### src/rtl/l2_req_scheduler.sv
// l2_req_scheduler
// Sequencer in front of the L2 lookup/MESI engine. L1 and bus-snoop requests
// each land in a single-entry holding register (valid/ready). An arbiter
// grants one held request at a time, with snoop priority bounded by an L1
// anti-starvation streak limit. It then offers the request to the engine as a
// cache opcode plus address, and waits for the engine's completion pulse.
// A watchdog aborts the wait if the pulse never arrives.
//
// Ports
//   clk, rst_n                 clock, asynchronous active-low reset
//   l1_valid/l1_ready/l1_op/l1_addr   L1 request port (op 3 is illegal)
//   sn_valid/sn_ready/sn_op/sn_addr   snoop request port
//   eng_valid/eng_ready/eng_op/eng_addr  transaction offered to the engine
//   eng_done                   one-cycle completion pulse from the engine
//   busy                       FSM is in ISSUE or WAIT
//   timeout_err, illegal_op    sticky error flags
//   l1_grant_cnt, sn_grant_cnt saturating grant counters
//
// state  | meaning
// -------+---------------------------------------------------------------
// IDLE   | arbitrate between the held requests
// ISSUE  | eng_valid high, waiting for eng_ready
// WAIT   | transaction accepted, waiting for eng_done or the watchdog
module l2_req_scheduler #(
   parameter int MAX_SNOOP_STREAK = 4,
   parameter int DONE_TIMEOUT     = 64,
   parameter int CNT_W            = 16
) (
   input  logic             clk,
   input  logic             rst_n,
   input  logic             l1_valid,
   output logic             l1_ready,
   input  logic [1:0]       l1_op,
   input  logic [31:0]      l1_addr,
   input  logic             sn_valid,
   output logic             sn_ready,
   input  logic [1:0]       sn_op,
   input  logic [31:0]      sn_addr,
   output logic             eng_valid,
   input  logic             eng_ready,
   output logic [2:0]       eng_op,
   output logic [31:0]      eng_addr,
   input  logic             eng_done,
   output logic             busy,
   output logic             timeout_err,
   output logic             illegal_op,
   output logic [CNT_W-1:0] l1_grant_cnt,
   output logic [CNT_W-1:0] sn_grant_cnt
);

   localparam int STRK_W = (MAX_SNOOP_STREAK < 1) ? 1 : $clog2(MAX_SNOOP_STREAK + 1);
   localparam logic [STRK_W-1:0] STRK_MAX = STRK_W'(MAX_SNOOP_STREAK);
   // Down-counter terminal count is zero, so loading TIMEOUT-1 gives exactly
   // DONE_TIMEOUT edges in WAIT before the abort.
   localparam logic [15:0]       WD_LOAD  = 16'(DONE_TIMEOUT - 1);

   typedef enum logic [1:0] {
      ST_IDLE  = 2'd0,
      ST_ISSUE = 2'd1,
      ST_WAIT  = 2'd2
   } state_t;

   state_t            state_q;
   logic              l1_held_q, sn_held_q;
   logic [1:0]        l1_op_q, sn_op_q;
   logic [31:0]       l1_addr_q, sn_addr_q;
   logic              eng_valid_q;
   logic [2:0]        eng_op_q;
   logic [31:0]       eng_addr_q;
   logic              timeout_q, illegal_q;
   logic [CNT_W-1:0]  l1_cnt_q, sn_cnt_q;
   logic [CNT_W-1:0]  l1_cnt_d, sn_cnt_d;
   logic [STRK_W-1:0] streak_q;
   logic [15:0]       wd_q;

   logic l1_acc, sn_acc, l1_legal;
   logic grant_sn, grant_l1;

   assign l1_ready = ~l1_held_q;
   assign sn_ready = ~sn_held_q;
   assign l1_acc   = l1_valid & ~l1_held_q;
   assign sn_acc   = sn_valid & ~sn_held_q;
   assign l1_legal = (l1_op != 2'd3);

   // Snoop wins unless an L1 request has already waited out the full streak.
   assign grant_sn = (state_q == ST_IDLE) & sn_held_q &
                     (~l1_held_q | (streak_q != STRK_MAX));
   assign grant_l1 = (state_q == ST_IDLE) & l1_held_q & ~grant_sn;

   assign l1_cnt_d = (&l1_cnt_q) ? l1_cnt_q : l1_cnt_q + CNT_W'(1);
   assign sn_cnt_d = (&sn_cnt_q) ? sn_cnt_q : sn_cnt_q + CNT_W'(1);

   // Holding registers. A grant and a new accept are exclusive because ready
   // is low while the register is held.
   always_ff @(posedge clk or negedge rst_n) begin
      if (!rst_n) begin
         l1_held_q <= 1'b0;
         l1_op_q   <= 2'd0;
         l1_addr_q <= 32'd0;
         sn_held_q <= 1'b0;
         sn_op_q   <= 2'd0;
         sn_addr_q <= 32'd0;
         illegal_q <= 1'b0;
      end else begin
         if (grant_l1) begin
            l1_held_q <= 1'b0;
         end else if (l1_acc) begin
            if (l1_legal) begin
               l1_held_q <= 1'b1;
               l1_op_q   <= l1_op;
               l1_addr_q <= l1_addr;
            end else begin
               illegal_q <= 1'b1;
            end
         end
         if (grant_sn) begin
            sn_held_q <= 1'b0;
         end else if (sn_acc) begin
            sn_held_q <= 1'b1;
            sn_op_q   <= sn_op;
            sn_addr_q <= sn_addr;
         end
      end
   end

   always_ff @(posedge clk or negedge rst_n) begin
      if (!rst_n) begin
         state_q     <= ST_IDLE;
         eng_valid_q <= 1'b0;
         eng_op_q    <= 3'd0;
         eng_addr_q  <= 32'd0;
         timeout_q   <= 1'b0;
         l1_cnt_q    <= '0;
         sn_cnt_q    <= '0;
         streak_q    <= '0;
         wd_q        <= 16'd0;
      end else begin
         case (state_q)
            ST_IDLE: begin
               if (grant_sn) begin
                  eng_valid_q <= 1'b1;
                  eng_op_q    <= {1'b0, sn_op_q} + 3'd3;
                  eng_addr_q  <= sn_addr_q;
                  sn_cnt_q    <= sn_cnt_d;
                  // The streak only measures how long a held L1 has waited.
                  if (l1_held_q) streak_q <= streak_q + STRK_W'(1);
                  state_q     <= ST_ISSUE;
               end else if (grant_l1) begin
                  eng_valid_q <= 1'b1;
                  eng_op_q    <= {1'b0, l1_op_q};
                  eng_addr_q  <= l1_addr_q;
                  l1_cnt_q    <= l1_cnt_d;
                  streak_q    <= '0;
                  state_q     <= ST_ISSUE;
               end
            end
            ST_ISSUE: begin
               if (eng_ready) begin
                  eng_valid_q <= 1'b0;
                  wd_q        <= WD_LOAD;
                  state_q     <= ST_WAIT;
               end
            end
            ST_WAIT: begin
               if (eng_done) begin
                  state_q <= ST_IDLE;
               end else if (wd_q == 16'd0) begin
                  timeout_q <= 1'b1;
                  state_q   <= ST_IDLE;
               end else begin
                  wd_q <= wd_q - 16'd1;
               end
            end
            default: begin
               state_q     <= ST_IDLE;
               eng_valid_q <= 1'b0;
            end
         endcase
      end
   end

   assign eng_valid    = eng_valid_q;
   assign eng_op       = eng_op_q;
   assign eng_addr     = eng_addr_q;
   assign busy         = (state_q != ST_IDLE);
   assign timeout_err  = timeout_q;
   assign illegal_op   = illegal_q;
   assign l1_grant_cnt = l1_cnt_q;
   assign sn_grant_cnt = sn_cnt_q;

endmodule

### config.mk
export PLATFORM = sky130hd
export DESIGN_NAME = l2_req_scheduler
export DESIGN_NICKNAME = d
export VERILOG_FILES = /design/src/rtl/l2_req_scheduler.sv
export SDC_FILE = /design/constraint.sdc
export NUM_CORES = 1
export LEC_CHECK = 0
export BUFFER_PORTS_ARGS = -buffer_cell sky130_fd_sc_hd__buf_2
export CAP_MARGIN = 20
export CORE_MARGIN = 5
export CORE_UTILIZATION = 58
export CTS_BUF_LIST = sky130_fd_sc_hd__clkbuf_8
export DETAILED_ROUTE_END_ITERATION = 10
export GPL_ROUTABILITY_DRIVEN = 0
export PLACE_DENSITY = 0.89
export SYNTH_ARGS = -nofsm -noshare
export SYNTH_HDL_FRONTEND = slang
export SYNTH_SLANG_ARGS = --single-unit
### constraint.sdc
create_clock -name clk -period 4.73 [get_ports clk]
set_input_delay 0.2365 -clock clk [delete_from_list [all_inputs] [get_ports clk]]
set_output_delay 0.2365 -clock clk [all_outputs]
set_load 0.005 [all_outputs]
==> impl_metrics.tcl <==
set metrics [dict create \
    status "finished clean" \
    routedWlPerCell_um 19.8 \
    r2r_cells 5 \
    nets 907 \
    area_growth_pct 25.2 \
    htreeDepth 4 \
    synth_top_flop_cell "dfrtp_1" \
    reg2reg_to "eng_addr[15]$_DFFE_PN0P_" \
    r2r_start "state_q[1]$_DFFE_PN0P_" \
    finalHoldViolCount 0 \
    ir_worst_vdd_uv 373 \
    synth_top_area_share_pct 57.0 \
    worstMarginPinSlew_ns 1.05 \
    cp-start-kind "register" \
    rows 40 \
    min_from "sn_addr[1]" \
    ant_nets 0 \
    yosys.cell_types.count 50 \
    post_cts_buffers 0 \
    dp.cells 904 \
    r2r_slack_ns 2.27 \
    pin_count 147 \
    layout_min_cycle_time_ns 2.46 \
    synth_common_cells "161 x dfrtp_1, 93 x nand2_1, 67 x mux2_2, 54 x nor2_1, 34 x a31oi_1" \
    cts_tree "built" \
    cts-root-buf "clkbuf_8" \
    via_count 5823 \
    grt_overflow_total 0 \
    syn-cell-area_um2 7070 \
    required_ns 5.04 \
    path_clk_slew_ns 0.08 \
    power_density_nw_per_um2 579 \
    hold_end "sn_addr_q[1]$_DFFE_PN0P_" \
    cp.arrival_ns 2.76 \
    grt_max_degree 117 \
    postSynthAreaPerCell_um2 11.1 \
    ys_ff_latch 161 \
    clockBufferDepth 2 \
    die_area_um2 14500 \
    ys_seq_area_share_pct 57.0 \
    portBuffers 146 \
    path_class "reg2reg" \
    initial_core_util_pct 59.1 \
    drcViolationCount 0 \
    min_period_over_period_pct 51.9 \
    max_freq_mhz 407 \
    numClockSinks 161 \
    slew_viol_final 0 \
    hold_depth 2 \
    hpwl_um 11900 \
    setup_violations 0 \
    hold_class "in2reg" \
    synthCells 638 \
    core_um2 12000 \
    yosysTopAreaCell "dfrtp_1" \
    grt_pass1_wl_um 30500 \
    post_cts_resized 0 \
    synth.most_common_cell "dfrtp_1" \
    utilization_pct 74.0 \
    synth_fp_nets 718 \
    fin_cells 987 \
    clk_latency_ns 0.47 \
    grt_pass1_vias 6176 \
    dr.pass1.iters 5 \
    critPathMaxFanout 58 \
    final_layout_size_suffix_gt1_share_pct 31.3 \
    yosys_warnings 0 \
    relSlewSlack_pct 29.6 \
    synth_edf_count 0 \
    finClkSkew_ns 0.0105 \
    rsz0062_at_grt "no" \
    cts_buffers 17 \
    synth.area.top_cells "dfrtp_1 57%, mux2_2 11%, nand2_1 4.9%" \
    finalSetupTns_ns 0 \
    power.total_mw 5.13 \
    leakagePower_nw 4.19 \
    cp-end-kind "register" \
    avgViaCountPerCell 5.90 \
    antenna_found_initial 0 \
    route.final.wire_length_um 19500 \
    drt_iter0_drc 417 \
    die_w_um 120 \
    hold_buffers 38 \
    async_flop_share_pct 100 \
    grtUsageTotal_pct 26.8 \
    drv_cap 0 \
    die_y_um 120 \
]
-- metal layers --
metal	track usage, %	vias up	share of wire (%)
met1	31.6	2872	38
met2	46.1	267	52
met5	0	-	0
met4	10.6	0	2.9
met3	7.95	54	6.9
li1	-	2630	-
-- cell usage in the layout (no fill, tap or decap), drive strengths merged, types with 3 or more instances in the layout --
master / instances
nand4: 7
mux2i: 8
nor3: 7
o22a: 3
ha: 6
nor3b: 5
nor2: 54
nor4: 13
xnor2: 5
a31oi: 34
o31ai: 3
dfrtp: 161
clkbuf: 20
inv: 13
clkinv: 7
o21ai: 12
buf: 151
a211oi: 6
or3: 6
or4: 3
mux2: 67
and3: 6
or2: 4
nor4b: 4
a21oi: 14
nand4b: 3
bufinv: 3
a21boi: 3
nand3: 21
or3b: 3
dlygate4sd3: 50
xor2: 22
nand2: 93
-- kinds of logic (layout without fill, tap and decap cells) --
logic type | count (synthesis) | count (layout) | share of synthesized area, %
buffers and inverters | 44 | 245 | 2.46
other | 0 | 1 | 0
and+or+nand+nor | 238 | 238 | 16.3
xor gates and xnor gates | 27 | 27 | 3.35
muxes | 75 | 75 | 11.8
adders and majority gates | 6 | 6 | 1.06
AOI/OAI and AO/OA | 87 | 87 | 8.00
DFF | 161 | 161 | 57.0
-- registers in the layout, summed over array words and instances (netlist names), 2 cells and up --
register and cells:
eng_addr 32, l1_grant_cnt 16, sn_grant_cnt 16, streak_q 3, l1_op_q 2, sn_addr_q 32, state_q 2, eng_op 3
sn_op_q 2, wd_q 16, l1_addr_q 32
-- final cells by class --
class,count,area [um^2]
fillers,736,3110
multi-input cells,433,2880
inverters,13,48.8
flip-flops and latches,161,4030
well taps,147,184
clock inverters,11,136
clock buffers,20,275
repair buffers,201,1290
diodes,1,2.50
-- power breakdown --
group          switching, mW  internal, mW  total (mW)
combinational          0.946         0.795        1.74
sequential             0.404          1.93        2.33
clock                  0.501         0.556        1.06
total                   1.85          3.28        5.13
-- worst max-delay path, stage by stage, from the launching register on --
cell	delay, ns
dfrtp_1	0.47
nor3b_1	0.65
nand2_2	0.37
buf_4	0.41
nor2_1	0.27
a31oi_1	0.09
-- stage by stage --
| stage | cell area (um^2) | worst slack (ns) | hold slack [ns] |
|---|---|---|---|
| finish | 8850 | 2.27 | 0.0135 |
| global route | 8850 | 2.13 | 0.00121 |
| CTS | 8700 | 2.35 | 0.000373 |
| detailed placement | 7910 | 2.39 | 0.433 |
| global placement | 7910 | 2.43 | 0.429 |
| floorplan | 7070 | 2.77 | -0.0591 |
-- worst max path at each step --
| stage | from | endpoint | slack (ns) | cells after the start |
|---|---|---|---|---|
| floorplan | state_q[1]$_DFFE_PN0P_ | l1_grant_cnt[13]$_DFFE_PN0P_ | 2.77 | 5 |
| global placement | state_q[1]$_DFFE_PN0P_ | l1_grant_cnt[13]$_DFFE_PN0P_ | 2.43 | 4 |
| detailed placement | state_q[1]$_DFFE_PN0P_ | l1_grant_cnt[11]$_DFFE_PN0P_ | 2.39 | 4 |
| CTS | state_q[1]$_DFFE_PN0P_ | streak_q[2]$_DFFE_PN0P_ | 2.35 | 5 |
| global route | state_q[0]$_DFFE_PN0P_ | eng_addr[15]$_DFFE_PN0P_ | 2.13 | 5 |
| finish | state_q[1]$_DFFE_PN0P_ | eng_addr[15]$_DFFE_PN0P_ | 2.27 | 5 |
Power figures use the tool's default switching activity.
